===== src/rtl/music_pkg.sv =====
// Shared types and note-entry layout for the music sequencer.
// A ROM word is {duration[11:0], period[19:0]}; zero duration marks end of song.
package music_pkg;

    typedef enum logic [2:0] {IDLE, FETCH, WAIT, PLAY, GAP, ADVANCE} state_t;

    localparam int DUR_MSB = 31;
    localparam int DUR_LSB = 20;
    localparam int DUR_W   = DUR_MSB - DUR_LSB + 1;
    localparam int PER_W   = 20;

    localparam logic [31:0] END_WORD = 32'h0000_0000;

    typedef struct packed {
        logic [DUR_W-1:0] dur;
        logic [PER_W-1:0] per;
    } note_t;

    // A pitched entry with no duration would never finish, so it also ends the song.
    function automatic logic is_end(input note_t n);
        return (32'(n) == END_WORD) || (n.dur == '0);
    endfunction

endpackage


===== src/rtl/music_seq_if.sv =====
// Control, note-ROM and pwm_gen signals of the music sequencer.
// master = game control / ROM / pwm_gen side, slave = sequencer.
interface music_seq_if #(
    parameter int ADDR_W = 9
);
    logic              start;
    logic              stop;
    logic              pause;
    logic              loop;
    logic [1:0]        song_sel;
    logic [ADDR_W-1:0] rom_addr;
    logic [31:0]       rom_data;
    logic [31:0]       counter_arr;
    logic [31:0]       counter_crr;
    logic              pwm_en;
    logic              busy;
    logic              done;
    logic [ADDR_W-3:0] note_idx;

    modport master (
        output start, stop, pause, loop, song_sel, rom_data,
        input  rom_addr, counter_arr, counter_crr, pwm_en, busy, done, note_idx
    );

    modport slave (
        input  start, stop, pause, loop, song_sel, rom_data,
        output rom_addr, counter_arr, counter_crr, pwm_en, busy, done, note_idx
    );
endinterface


===== src/rtl/music_seq_tick_gen.sv =====
// Duration time-base prescaler: one-cycle tick every DIV enabled cycles.
// clr restarts the count so each note/gap starts on a full tick period.
module tick_gen #(
    parameter int DIV = 10
) (
    input  logic clk,
    input  logic reset_n,
    input  logic clr,
    input  logic en,
    output logic tick
);
    localparam int CW = (DIV > 1) ? $clog2(DIV) : 1;

    logic [CW-1:0] cnt;

    assign tick = en && (cnt == CW'(DIV - 1));

    always_ff @(posedge clk or negedge reset_n) begin
        if (!reset_n)          cnt <= '0;
        else if (clr || tick)  cnt <= '0;
        else if (en)           cnt <= cnt + 1'b1;
    end
endmodule


===== src/rtl/music_seq.sv =====
// Note sequencer: walks a song in the note ROM and programs pwm_gen
// with each note's period for its duration, followed by a silent gap.
module music_seq
    import music_pkg::*;
#(
    parameter int CLK_HZ    = 100000000,
    parameter int TICK_HZ   = 1000,
    parameter int ADDR_W    = 9,
    parameter int GAP_TICKS = 10
) (
    input logic        clk,
    input logic        reset_n,
    music_seq_if.slave bus
);
    localparam int TICK_DIV = CLK_HZ / TICK_HZ;
    localparam int IDX_W    = ADDR_W - 2;

    if (TICK_DIV < 2) begin : g_bad_div
        $error("music_seq: CLK_HZ/TICK_HZ must be at least 2");
    end

    state_t            state, state_nx;
    logic [ADDR_W-1:0] base_q, addr_q, song_base;
    logic [IDX_W-1:0]  idx_q;
    logic [DUR_W-1:0]  cnt_q;
    logic [31:0]       arr_q;
    logic              done_q, busy, timing, tick, last_tick, note_end, idx_last;
    note_t             note;

    assign note      = note_t'(bus.rom_data);
    assign note_end  = is_end(note);
    assign song_base = {bus.song_sel, {IDX_W{1'b0}}};
    assign busy      = (state != IDLE);
    assign timing    = (state == PLAY) || (state == GAP);
    assign last_tick = tick && (cnt_q == DUR_W'(1));
    assign idx_last  = (idx_q == '1);

    tick_gen #(.DIV(TICK_DIV)) u_tick (
        .clk    (clk),
        .reset_n(reset_n),
        .clr    (!timing),
        .en     (timing && !bus.pause),
        .tick   (tick)
    );

    assign bus.rom_addr    = addr_q;
    assign bus.note_idx    = idx_q;
    assign bus.counter_arr = arr_q;
    assign bus.counter_crr = {1'b0, arr_q[31:1]};
    assign bus.pwm_en      = (state == PLAY) && (arr_q != '0) && !bus.pause;
    assign bus.busy        = busy;
    assign bus.done        = done_q;

    always_ff @(posedge clk or negedge reset_n) begin
        if (!reset_n) state <= IDLE;
        else          state <= state_nx;
    end

    always_comb begin
        state_nx = state;
        case (state)
            FETCH:   state_nx = WAIT;
            WAIT:    state_nx = note_end ? (bus.loop ? FETCH : IDLE) : PLAY;
            PLAY:    if (last_tick) state_nx = (GAP_TICKS > 0) ? GAP : ADVANCE;
            GAP:     if (last_tick) state_nx = ADVANCE;
            ADVANCE: state_nx = (idx_last && !bus.loop) ? IDLE : FETCH;
            default: state_nx = state;
        endcase
        // stop beats start; start from any state (re)launches the selected song
        if (bus.stop)       state_nx = IDLE;
        else if (bus.start) state_nx = FETCH;
    end

    always_ff @(posedge clk or negedge reset_n) begin
        if (!reset_n) begin
            base_q <= '0;
            addr_q <= '0;
            idx_q  <= '0;
            cnt_q  <= '0;
            arr_q  <= '0;
            done_q <= 1'b0;
        end else begin
            done_q <= 1'b0;
            if (bus.stop) begin
                if (busy) begin
                    arr_q  <= '0;
                    done_q <= 1'b1;
                end
            end else if (bus.start) begin
                base_q <= song_base;
                addr_q <= song_base;
                idx_q  <= '0;
            end else begin
                case (state)
                    WAIT: begin
                        if (!note_end) begin
                            arr_q <= 32'(note.per);
                            cnt_q <= note.dur;
                        end else if (bus.loop) begin
                            addr_q <= base_q;
                            idx_q  <= '0;
                        end else begin
                            done_q <= 1'b1;
                        end
                    end
                    PLAY, GAP: begin
                        if (last_tick && state == PLAY) cnt_q <= DUR_W'(GAP_TICKS);
                        else if (tick)                  cnt_q <= cnt_q - 1'b1;
                    end
                    ADVANCE: begin
                        if (idx_last && bus.loop) begin
                            addr_q <= base_q;
                            idx_q  <= '0;
                        end else begin
                            addr_q <= addr_q + 1'b1;
                            idx_q  <= idx_q + 1'b1;
                            done_q <= idx_last;
                        end
                    end
                    default: ;
                endcase
            end
        end
    end
endmodule


===== src/flat_wrapper.sv =====
// flat-port wrapper written by rule: the top's interface ports become plain ports
module music_seq_flat import music_pkg::*;
#(
    parameter int CLK_HZ    = 100000000,
    parameter int TICK_HZ   = 1000,
    parameter int ADDR_W    = 9,
    parameter int GAP_TICKS = 10
)
  (clk, reset_n, bus_start, bus_stop, bus_pause, bus_loop, bus_song_sel, bus_rom_data, bus_rom_addr, bus_counter_arr, bus_counter_crr, bus_pwm_en, bus_busy, bus_done, bus_note_idx);
  music_seq_if #(.ADDR_W(ADDR_W)) bus_i ();
  input logic clk;
  input logic reset_n;
  input wire logic [$bits(bus_i.start)-1:0] bus_start;
  input wire logic [$bits(bus_i.stop)-1:0] bus_stop;
  input wire logic [$bits(bus_i.pause)-1:0] bus_pause;
  input wire logic [$bits(bus_i.loop)-1:0] bus_loop;
  input wire logic [$bits(bus_i.song_sel)-1:0] bus_song_sel;
  input wire logic [$bits(bus_i.rom_data)-1:0] bus_rom_data;
  output wire logic [$bits(bus_i.rom_addr)-1:0] bus_rom_addr;
  output wire logic [$bits(bus_i.counter_arr)-1:0] bus_counter_arr;
  output wire logic [$bits(bus_i.counter_crr)-1:0] bus_counter_crr;
  output wire logic [$bits(bus_i.pwm_en)-1:0] bus_pwm_en;
  output wire logic [$bits(bus_i.busy)-1:0] bus_busy;
  output wire logic [$bits(bus_i.done)-1:0] bus_done;
  output wire logic [$bits(bus_i.note_idx)-1:0] bus_note_idx;
  assign bus_i.start = bus_start;
  assign bus_i.stop = bus_stop;
  assign bus_i.pause = bus_pause;
  assign bus_i.loop = bus_loop;
  assign bus_i.song_sel = bus_song_sel;
  assign bus_i.rom_data = bus_rom_data;
  assign bus_rom_addr = bus_i.rom_addr;
  assign bus_counter_arr = bus_i.counter_arr;
  assign bus_counter_crr = bus_i.counter_crr;
  assign bus_pwm_en = bus_i.pwm_en;
  assign bus_busy = bus_i.busy;
  assign bus_done = bus_i.done;
  assign bus_note_idx = bus_i.note_idx;
  music_seq #(.CLK_HZ(CLK_HZ), .TICK_HZ(TICK_HZ), .ADDR_W(ADDR_W), .GAP_TICKS(GAP_TICKS)) u_core (.clk(clk), .reset_n(reset_n), .bus(bus_i));
endmodule

===== config.mk =====
export PLATFORM = sky130hd
export DESIGN_NAME = music_seq_flat
export DESIGN_NICKNAME = d
export VERILOG_FILES = /design/src/rtl/music_pkg.sv /design/src/rtl/music_seq_if.sv /design/src/rtl/music_seq_tick_gen.sv /design/src/rtl/music_seq.sv /design/src/flat_wrapper.sv
export SDC_FILE = /design/constraint.sdc
export NUM_CORES = 1
export LEC_CHECK = 0
export CAP_MARGIN = 20
export CORE_MARGIN = 2
export CORE_UTILIZATION = 33
export CTS_CLUSTER_SIZE = 25
export DETAILED_ROUTE_END_ITERATION = 10
export SLEW_MARGIN = 30
export SYNTH_ARGS = -nofsm -noshare
export SYNTH_HDL_FRONTEND = slang
export SYNTH_HIERARCHICAL = 1
export SYNTH_SLANG_ARGS = --single-unit
export TNS_END_PERCENT = 50

===== constraint.sdc =====
create_clock -name clk -period 10.65 [get_ports clk]
set_clock_uncertainty 0.15 [all_clocks]
set_input_delay 2.6625 -clock clk [delete_from_list [all_inputs] [get_ports clk]]
set_output_delay 2.6625 -clock clk [all_outputs]
set_load 0.01 [all_outputs]

==> results.md, run 1 <==
| Group | Item | This run |
|:---|:---|:---|
| worst setup path | Endpoint of the most critical setup path | bus_pwm_en |
| sta | Max-slew violations | 0 |
| floorplan | Area of the core region | 0.0121 mm^2 |
| sta | Final count of hold timing violations | 0 |
| global routing | Total gr overflow | 0 |
| worst setup path | Launch instance of the worst register-to-register path | u_core/state[2] |
| finish | Post-route cell area | 0.00530 mm^2 |
| place | Post-placement worst setup slack | 3960 ps |
| drt | Number of vias after detailed routing | 3484 |
| floorplan | Initial core utilization | 0.341 |
| global routing | Total routing resource utilization after global routing | 0.163 |
| finish | Layout cell share with drive strength beyond 1 | 0.0775 |
| global routing | Met3 Track Usage GR | 0.0413 |
| clock network | Total number of H-tree levels | 3 |
| floorplan | Die width | 116 um |
| clock network | Register clock-pin slew on the reported worst setup and hold paths | 50 ps |
| global routing | First-pass GRT wire length | 17.5 mm |
| worst setup path | Worst setup EP type | output port |
| hold path | Min-delay src | u_core/base_q[7] |
| place | Count of input and output buffers | 97 |
| worst setup path | Required time at the worst-slack endpoint | 7840 ps |
| global routing | Met1 Usage GRT | 0.227 |
| worst setup path | Destination of the worst register-to-register timing path | u_core/cnt_q[0] |
| global routing | Largest net degree at the start of global routing | 72 |
| worst setup path | Worst r2r path cells | 12 |
| finish | Area Growth Syn to Fin | 28.2% |
| sta | Final setup violation count | 0 |
| yosys | Register area share after synthesis | 0.430 |
| place | Routability cong. | 0.783 |
| worst setup path | Gate family responsible for the most delay along the worst path | buffers and inverters |
| yosys | Mean area per synthesized cell | 9.42 um^2 |
| yosys | Post-synthesis sequential element count | 71 |
| power and ir drop | Switching power | 181 uW |
| clock network | Post-CTS setup-driven buffer insertion count | 0 |
| power and ir drop | Lkg Pwr | 0.00211 uW |
| sta | Unrepaired setup endpoints after global routing | no |
| place | Placement-stage cell area | 0.00503 mm^2 |
| clock network | CTS root buf | clkbuf_16 |
| drt | Detail-routed net length per standard cell | 15.3 um |
| drt | Drc violations | 0 |
| yosys | Yosys warning total | 6 |
| hold path | Path type of the worst min-delay path | reg2reg |
| worst setup path | Logic depth of the worst path, buffers included | 3 |
| sta | Post-layout worst setup margin | 3960 ps |
| worst setup path | Slowest Stage Delay on Critical Path | 580 ps |
| power and ir drop | Switching fraction of total power | 0.261 |
| yosys | Most used DFF post-synth | dfrtp_1 |
| sta | Minimum clock period after layout | 6690 ps |
| worst setup path | Slowest stage cell, crit path | clkdlybuf4s50_1 |
| finish | Filler Cell Count | 1233 |
| yosys | Mapped Area | 0.00414 mm^2 |
| yosys | Most repeated cell in the gate-level netlist after synthesis | dfrtp_1 |
| place | Detailed-placement wirelength estimate | 7.39 mm |
| worst setup path | Crit path from | bus_pause |
| power and ir drop | Power density of the placed cells | 131 mW/mm^2 |
| clock network | Maximum clock path buffer count | 2 |
| yosys | Ys async rst share | 1.00 |
| worst setup path | Largest fanout of any net on the critical path | 2 |
| finish | Multi-input combinational cell area | 0.00200 mm^2 |
| yosys | Post-synth EDFFs | 0 |
| global routing | Met2 capacity usage during global routing | 0.251 |
| worst setup path | Worst Setup Path Type | in2out |
| yosys | Largest cells by area after synthesis | dfrtp_1 43%, buf_4 8.2%, a22o_1 4.9%, nor2_1 3.8%, o21ai_0 3.1% |
| clock network | CTS tree | yes |
| floorplan | I/O pin count | 123 |
| finish | Final cell count without fillers | 684 |
| global routing | Via count of the first global-routing pass | 3471 |
| clock network | Insertion delay to the later sink of the worst-skew pair | 320 ps |
| drt | Per-cell via count in the routed design | 5.09 |
| global routing | Initial antenna violation count | 0 |
| yosys | Yosys top cell area share | 0.430 |
| sta | Final total negative setup slack | 0 ps |
| worst setup path | Kind of start point of the critical path | input port |
| power and ir drop | Share of total power in sequential cells | 0.453 |
| floorplan | Vertical die dimension | 116 um |
| power and ir drop | Worst vdd ir | 0.0640 mV |
| power and ir drop | Clock network power share | 0.390 |
| run status | Result of the run | complete, no violations |
| finish | Number of nets in the layout | 558 |
| power and ir drop | Internal Pwr Total | 512 uW |
| worst setup path | Worst R2R Setup Slack | 5980 ps |
| finish | Final Core Density | 0.438 |
| drt | Wirelength, routed | 10.5 mm |
| clock network | Total number of clock tree sinks | 71 |
| finish | # diodes | 0 |
| finish | Register area | 0.00178 mm^2 |
| worst setup path | Data arrival time of the critical path | 3880 ps |
| yosys | Synthesized instance count | 439 |
| yosys | Number of unique standard cell types used by synthesis | 62 |
| global routing | Busiest layer in global routing | met2 |
| floorplan | Core Rows | 40 |
| drt | DRT Pass-1 Iters | 4 |
| drt | Antenna violation net count after detailed routing | 0 |
| place | Number of placed cells counting well taps | 670 |
| clock network | Number of buffers created by CTS | 9 |
| yosys | Cell taking the most area after synthesis | dfrtp_1 |
| worst setup path | Dominant cell type by count on the critical path | clkdlybuf4s50_1 |
| worst setup path | Combined buffer and inverter count along the critical path | 2 |
| hold path | Number of cells on the worst hold path | 1 |
| clock network | Post-CTS Hold Fix Bufs | 0 |
| job | Max capacitance violation total | 0 |
| clock network | Number of gates given a new drive strength after cts | 0 |
| sta | Worst slew margin | 0.408 |
| floorplan | Floorplan die area | 0.0134 mm^2 |
| worst setup path | Cell-by-cell listing of the critical path | clkdlybuf4s50_1 > a311oi_1 > clkdlybuf4s50_1 |
| drt | Number of design-rule violations left by the first detailed-router iteration | 144 |
| sta | Share of the clock period used by the worst path | 0.629 |
| power and ir drop | Combinational share of power | 0.157 |
| yosys | Cell types with the highest counts after synthesis | 71 x dfrtp_1, 45 x buf_4, 42 x nor2_1 |
| sta | Timing-limited maximum frequency | 149 MHz |
| sta | Actual slew at the worst max-slew pin | 887 ps |
[registers in the layout, indices dropped and copies added, names as in the netlist]
register,count
u_core/bus.counter_arr,20
u_core/cnt_q,12
u_core/bus.rom_addr,9
u_core/bus.note_idx,7
u_core/state,3
u_core/bus.done,1
u_core/base_q,2
u_core/u_tick/cnt,17
[layer usage]
metal | up-vias | share of wire | wire length (um)
met3 | 12 | 0.055 | 572
met4 | 0 | 0.011 | 116
met1 | 1692 | 0.47 | 4960
met2 | 96 | 0.46 | 4830
met5 | - | 0 | 0
li1 | 1684 | - | -
[logic make-up after synthesis]
group           after synthesis  synth area share
compound gates              112             0.195
other cells                   1          0.000907
flops                        71             0.430
buf+inv                      75             0.110
fa+ha+maj                     5            0.0151
simple gates                156             0.207
mux                           4            0.0106
xor+xnor                     15            0.0318
[power groups by stage]
stage	combinational (uW)	sequential [uW]	clock [uW]
after floorplan	66.8	313	0
after global placement	107	318	0
after detailed placement	109	318	0
after CTS	109	313	280
after global routing	121	317	292
final	109	314	271
[layout make-up]
class	instances	area share
sequential	71	0.335
timing repair buffer	100	0.187
multi-input combinational	317	0.378
clock inverter	1	0.000944
inverter	14	0.00991
tap	168	0.0397
clock buffer	13	0.0491
[cell usage in the layout, fill, tap and decap left out, drive strengths merged, types with 4 or more instances in the layout]
| master | count |
|---|---|
| clkdlybuf4s50 | 96 |
| and3 | 9 |
| o2bb2ai | 5 |
| nand4 | 8 |
| buf | 4 |
| nand3 | 13 |
| xnor2 | 12 |
| dfrtp | 71 |
| a21oi | 10 |
| o31ai | 7 |
| a22o | 23 |
| nor4 | 16 |
| nor3 | 12 |
| inv | 14 |
| nor2b | 6 |
| conb | 25 |
| nand2 | 30 |
| a31oi | 6 |
| nor2 | 42 |
| clkbuf | 13 |
| ha | 5 |
| o21ai | 33 |
[worst min-delay path by stage]
stage                        to  slack [ps]
6_report       u_core/base_q[7]         350
5_1_grt        u_core/base_q[7]         390
4_1_cts        u_core/base_q[7]         360
3_5_place_dp   u_core/base_q[7]         340
3_3_place_gp   u_core/base_q[7]         330
2_1_floorplan  u_core/base_q[7]         320
[per-stage QoR]
step / hold slack, ps / power [uW]
floorplan: 323 / 380
global placement: 334 / 425
detailed placement: 343 / 427
CTS: 356 / 703
global route: 386 / 730
finish: 352 / 693
Note: power is estimated with default switching activity, not from simulation.
==> run 2, diff against run 1 <==
==> constraint.sdc (replaced) <==
create_clock -name clk -period 6.25 [get_ports clk]
set_clock_uncertainty 0.15 [all_clocks]
set_input_delay 1.5625 -clock clk [delete_from_list [all_inputs] [get_ports clk]]
set_output_delay 1.5625 -clock clk [all_outputs]
set_load 0.01 [all_outputs]
==> run 2 against run 1 <==
Setup slack lost 2400 ps; die area unchanged; utilization rose by 0.29 points; largest power group unchanged; count of clock-buffer cells in the layout decreased by 3; non-clock buffer count grew 1; combinational power is 71% higher; clock power increased by 90%.
==> results.md, run 2 (synthesis gave the netlist of run 1 again) <==
| Group | Item | This run |
|:---|:---|:---|
| drt | DRT Pass-1 Iters | 5 |
| global routing | Total gr overflow | 0 |
| sta | Final count of hold timing violations | 0 |
| clock network | CTS root buf | clkbuf_16 |
| drt | Wirelength, routed | 10.7 mm |
| sta | Unrepaired setup endpoints after global routing | no |
| floorplan | Initial core utilization | 0.341 |
| drt | Drc violations | 0 |
| worst setup path | Slowest stage cell, crit path | nor4bb_1 |
| clock network | Number of gates given a new drive strength after cts | 0 |
| global routing | Initial antenna violation count | 0 |
| sta | Final setup violation count | 0 |
| sta | Post-layout worst setup margin | 1520 ps |
| sta | Minimum clock period after layout | 4730 ps |
| sta | Hold WS | 357 ps |
| worst setup path | Crit path from | bus_pause |
| sta | Max-slew violations | 0 |
| clock network | Total number of H-tree levels | 3 |
| floorplan | Area of the core region | 0.0121 mm^2 |
| drt | Antenna violation net count after detailed routing | 0 |
| place | Post-placement worst setup slack | 1260 ps |
| place | Detailed-placement wirelength estimate | 7.50 mm |
| worst setup path | Slowest Stage Delay on Critical Path | 450 ps |
| run status | Result of the run | complete, no violations |
| sta | Worst slew margin | 0.402 |
| worst setup path | Kind of start point of the critical path | input port |
| floorplan | Core Rows | 40 |
| finish | Area Growth Syn to Fin | 29.0% |
| floorplan | Floorplan die area | 0.0134 mm^2 |
| finish | Filler Cell Count | 1200 |
| worst setup path | Endpoint of the most critical setup path | u_core/cnt_q[0] |
| drt | Number of design-rule violations left by the first detailed-router iteration | 182 |
| sta | Timing-limited maximum frequency | 211 MHz |
| floorplan | Vertical die dimension | 116 um |
| clock network | Number of buffers created by CTS | 9 |
| floorplan | I/O pin count | 123 |
| worst setup path | Worst setup EP type | register |
| worst setup path | Logic depth of the worst path, buffers included | 10 |
| clock network | Post-CTS setup-driven buffer insertion count | 0 |
| hold path | Path type of the worst min-delay path | reg2reg |
| finish | Leading cell types in the layout, fill and taps excluded | 96 x clkdlybuf4s50_1, 71 x dfrtp_1, 42 x nor2_1 |
| worst setup path | Gate family responsible for the most delay along the worst path | simple AND/OR/NAND/NOR gates |
| worst setup path | Launch instance of the worst register-to-register path | u_core/state[2] |
| drt | Per-cell via count in the routed design | 5.14 |
| clock network | Maximum clock path buffer count | 2 |
| clock network | Insertion delay to the later sink of the worst-skew pair | 330 ps |
| power and ir drop | Power density of the placed cells | 232 mW/mm^2 |
| clock network | Register clock-pin slew on the reported worst setup and hold paths | 60 ps |
| clock network | Post-CTS Hold Fix Bufs | 0 |
| worst setup path | Largest fanout of any net on the critical path | 9 |
| worst setup path | Destination of the worst register-to-register timing path | u_core/cnt_q[0] |
| floorplan | Die width | 116 um |
| sta | Actual slew at the worst max-slew pin | 897 ps |
| worst setup path | Worst r2r path cells | 12 |
| hold path | Number of cells on the worst hold path | 1 |
| global routing | Total routing resource utilization after global routing | 0.165 |
| finish | Layout cell share with drive strength beyond 1 | 0.0848 |
| finish | Final Core Density | 0.441 |
| clock network | Total number of clock tree sinks | 71 |
| global routing | Largest net degree at the start of global routing | 72 |
| power and ir drop | Worst vdd ir | 0.103 mV |
| global routing | First-pass GRT wire length | 17.8 mm |
| place | Count of input and output buffers | 97 |
| sta | Final total negative setup slack | 0 ps |
| global routing | Via count of the first global-routing pass | 3542 |
| worst setup path | Worst R2R Setup Slack | 1590 ps |
| clock network | CTS tree | yes |
| finish | # diodes | 0 |
| drt | Detail-routed net length per standard cell | 15.6 um |
| finish | Leading cell type in the layout, fill and taps excluded | clkdlybuf4s50_1 |
| drt | Number of vias after detailed routing | 3528 |
| finish | Number of nets in the layout | 559 |
| place | Routability cong. | 0.833 |
| worst setup path | Worst Setup Path Type | in2reg |
| worst setup path | Combined buffer and inverter count along the critical path | 1 |
| power and ir drop | Lkg Pwr | 0.00213 uW |
| worst setup path | Cell-by-cell listing of the critical path | clkdlybuf4s50_1 > nor2_1 > and3_1 > nand3_1 > nor3_1 > nor4bb_1 > and4b_1 > o21ai_1 > a221o_1 > a21boi_1 |
| worst setup path | Data arrival time of the critical path | 4780 ps |
| worst setup path | Required time at the worst-slack endpoint | 6300 ps |
| sta | Share of the clock period used by the worst path | 0.758 |
| finish | Number of flip-flops in the largest register | 20 |
| job | Max capacitance violation total | 0 |
## run 2: metrics by stage
step | instances | cell area [um^2] | total power (uW)
2_1_floorplan | 463 | 4230 | 647
3_3_place_gp | 671 | 5030 | 727
3_5_place_dp | 671 | 5030 | 729
4_1_cts | 687 | 5330 | 1250
5_1_grt | 687 | 5340 | 1300
6_report | 687 | 5340 | 1240
## run 2: layout make-up
cell class                 count  area (um^2)  share of cell area
timing repair buffer         101         1000               0.187
clock inverter                 6         60.1              0.0113
sequential                    71         1780               0.333
inverter                      14         52.6             0.00985
tap                          168          210              0.0394
clock buffer                  10          239              0.0448
multi-input combinational    317         2000               0.374
## run 2: power by group
| part | internal (uW) | switching, uW |
|---|---|---|
| clock | 318 | 199 |
| combinational | 94.3 | 91.8 |
| sequential | 493 | 42.7 |
| total | 905 | 333 |
## run 2: worst min path at each step
stage	endpoint	startpoint	slack [ps]
finish	u_core/base_q[7]	u_core/base_q[7]	360
global route	u_core/cnt_q[4]	u_core/cnt_q[4]	370
floorplan	u_core/base_q[7]	u_core/base_q[7]	320
CTS	u_core/cnt_q[4]	u_core/cnt_q[4]	360
global placement	u_core/base_q[7]	u_core/base_q[7]	330
detailed placement	u_core/cnt_q[4]	u_core/cnt_q[4]	340
## run 2: per-layer routing
layer / wire length (um) / GRT usage / up-vias
met5: 0 / 0 / -
met4: 73 / 0.0317 / 0
met3: 618 / 0.0418 / 9
met2: 5020 / 0.264 / 97
met1: 5020 / 0.230 / 1731
li1: - / - / 1691
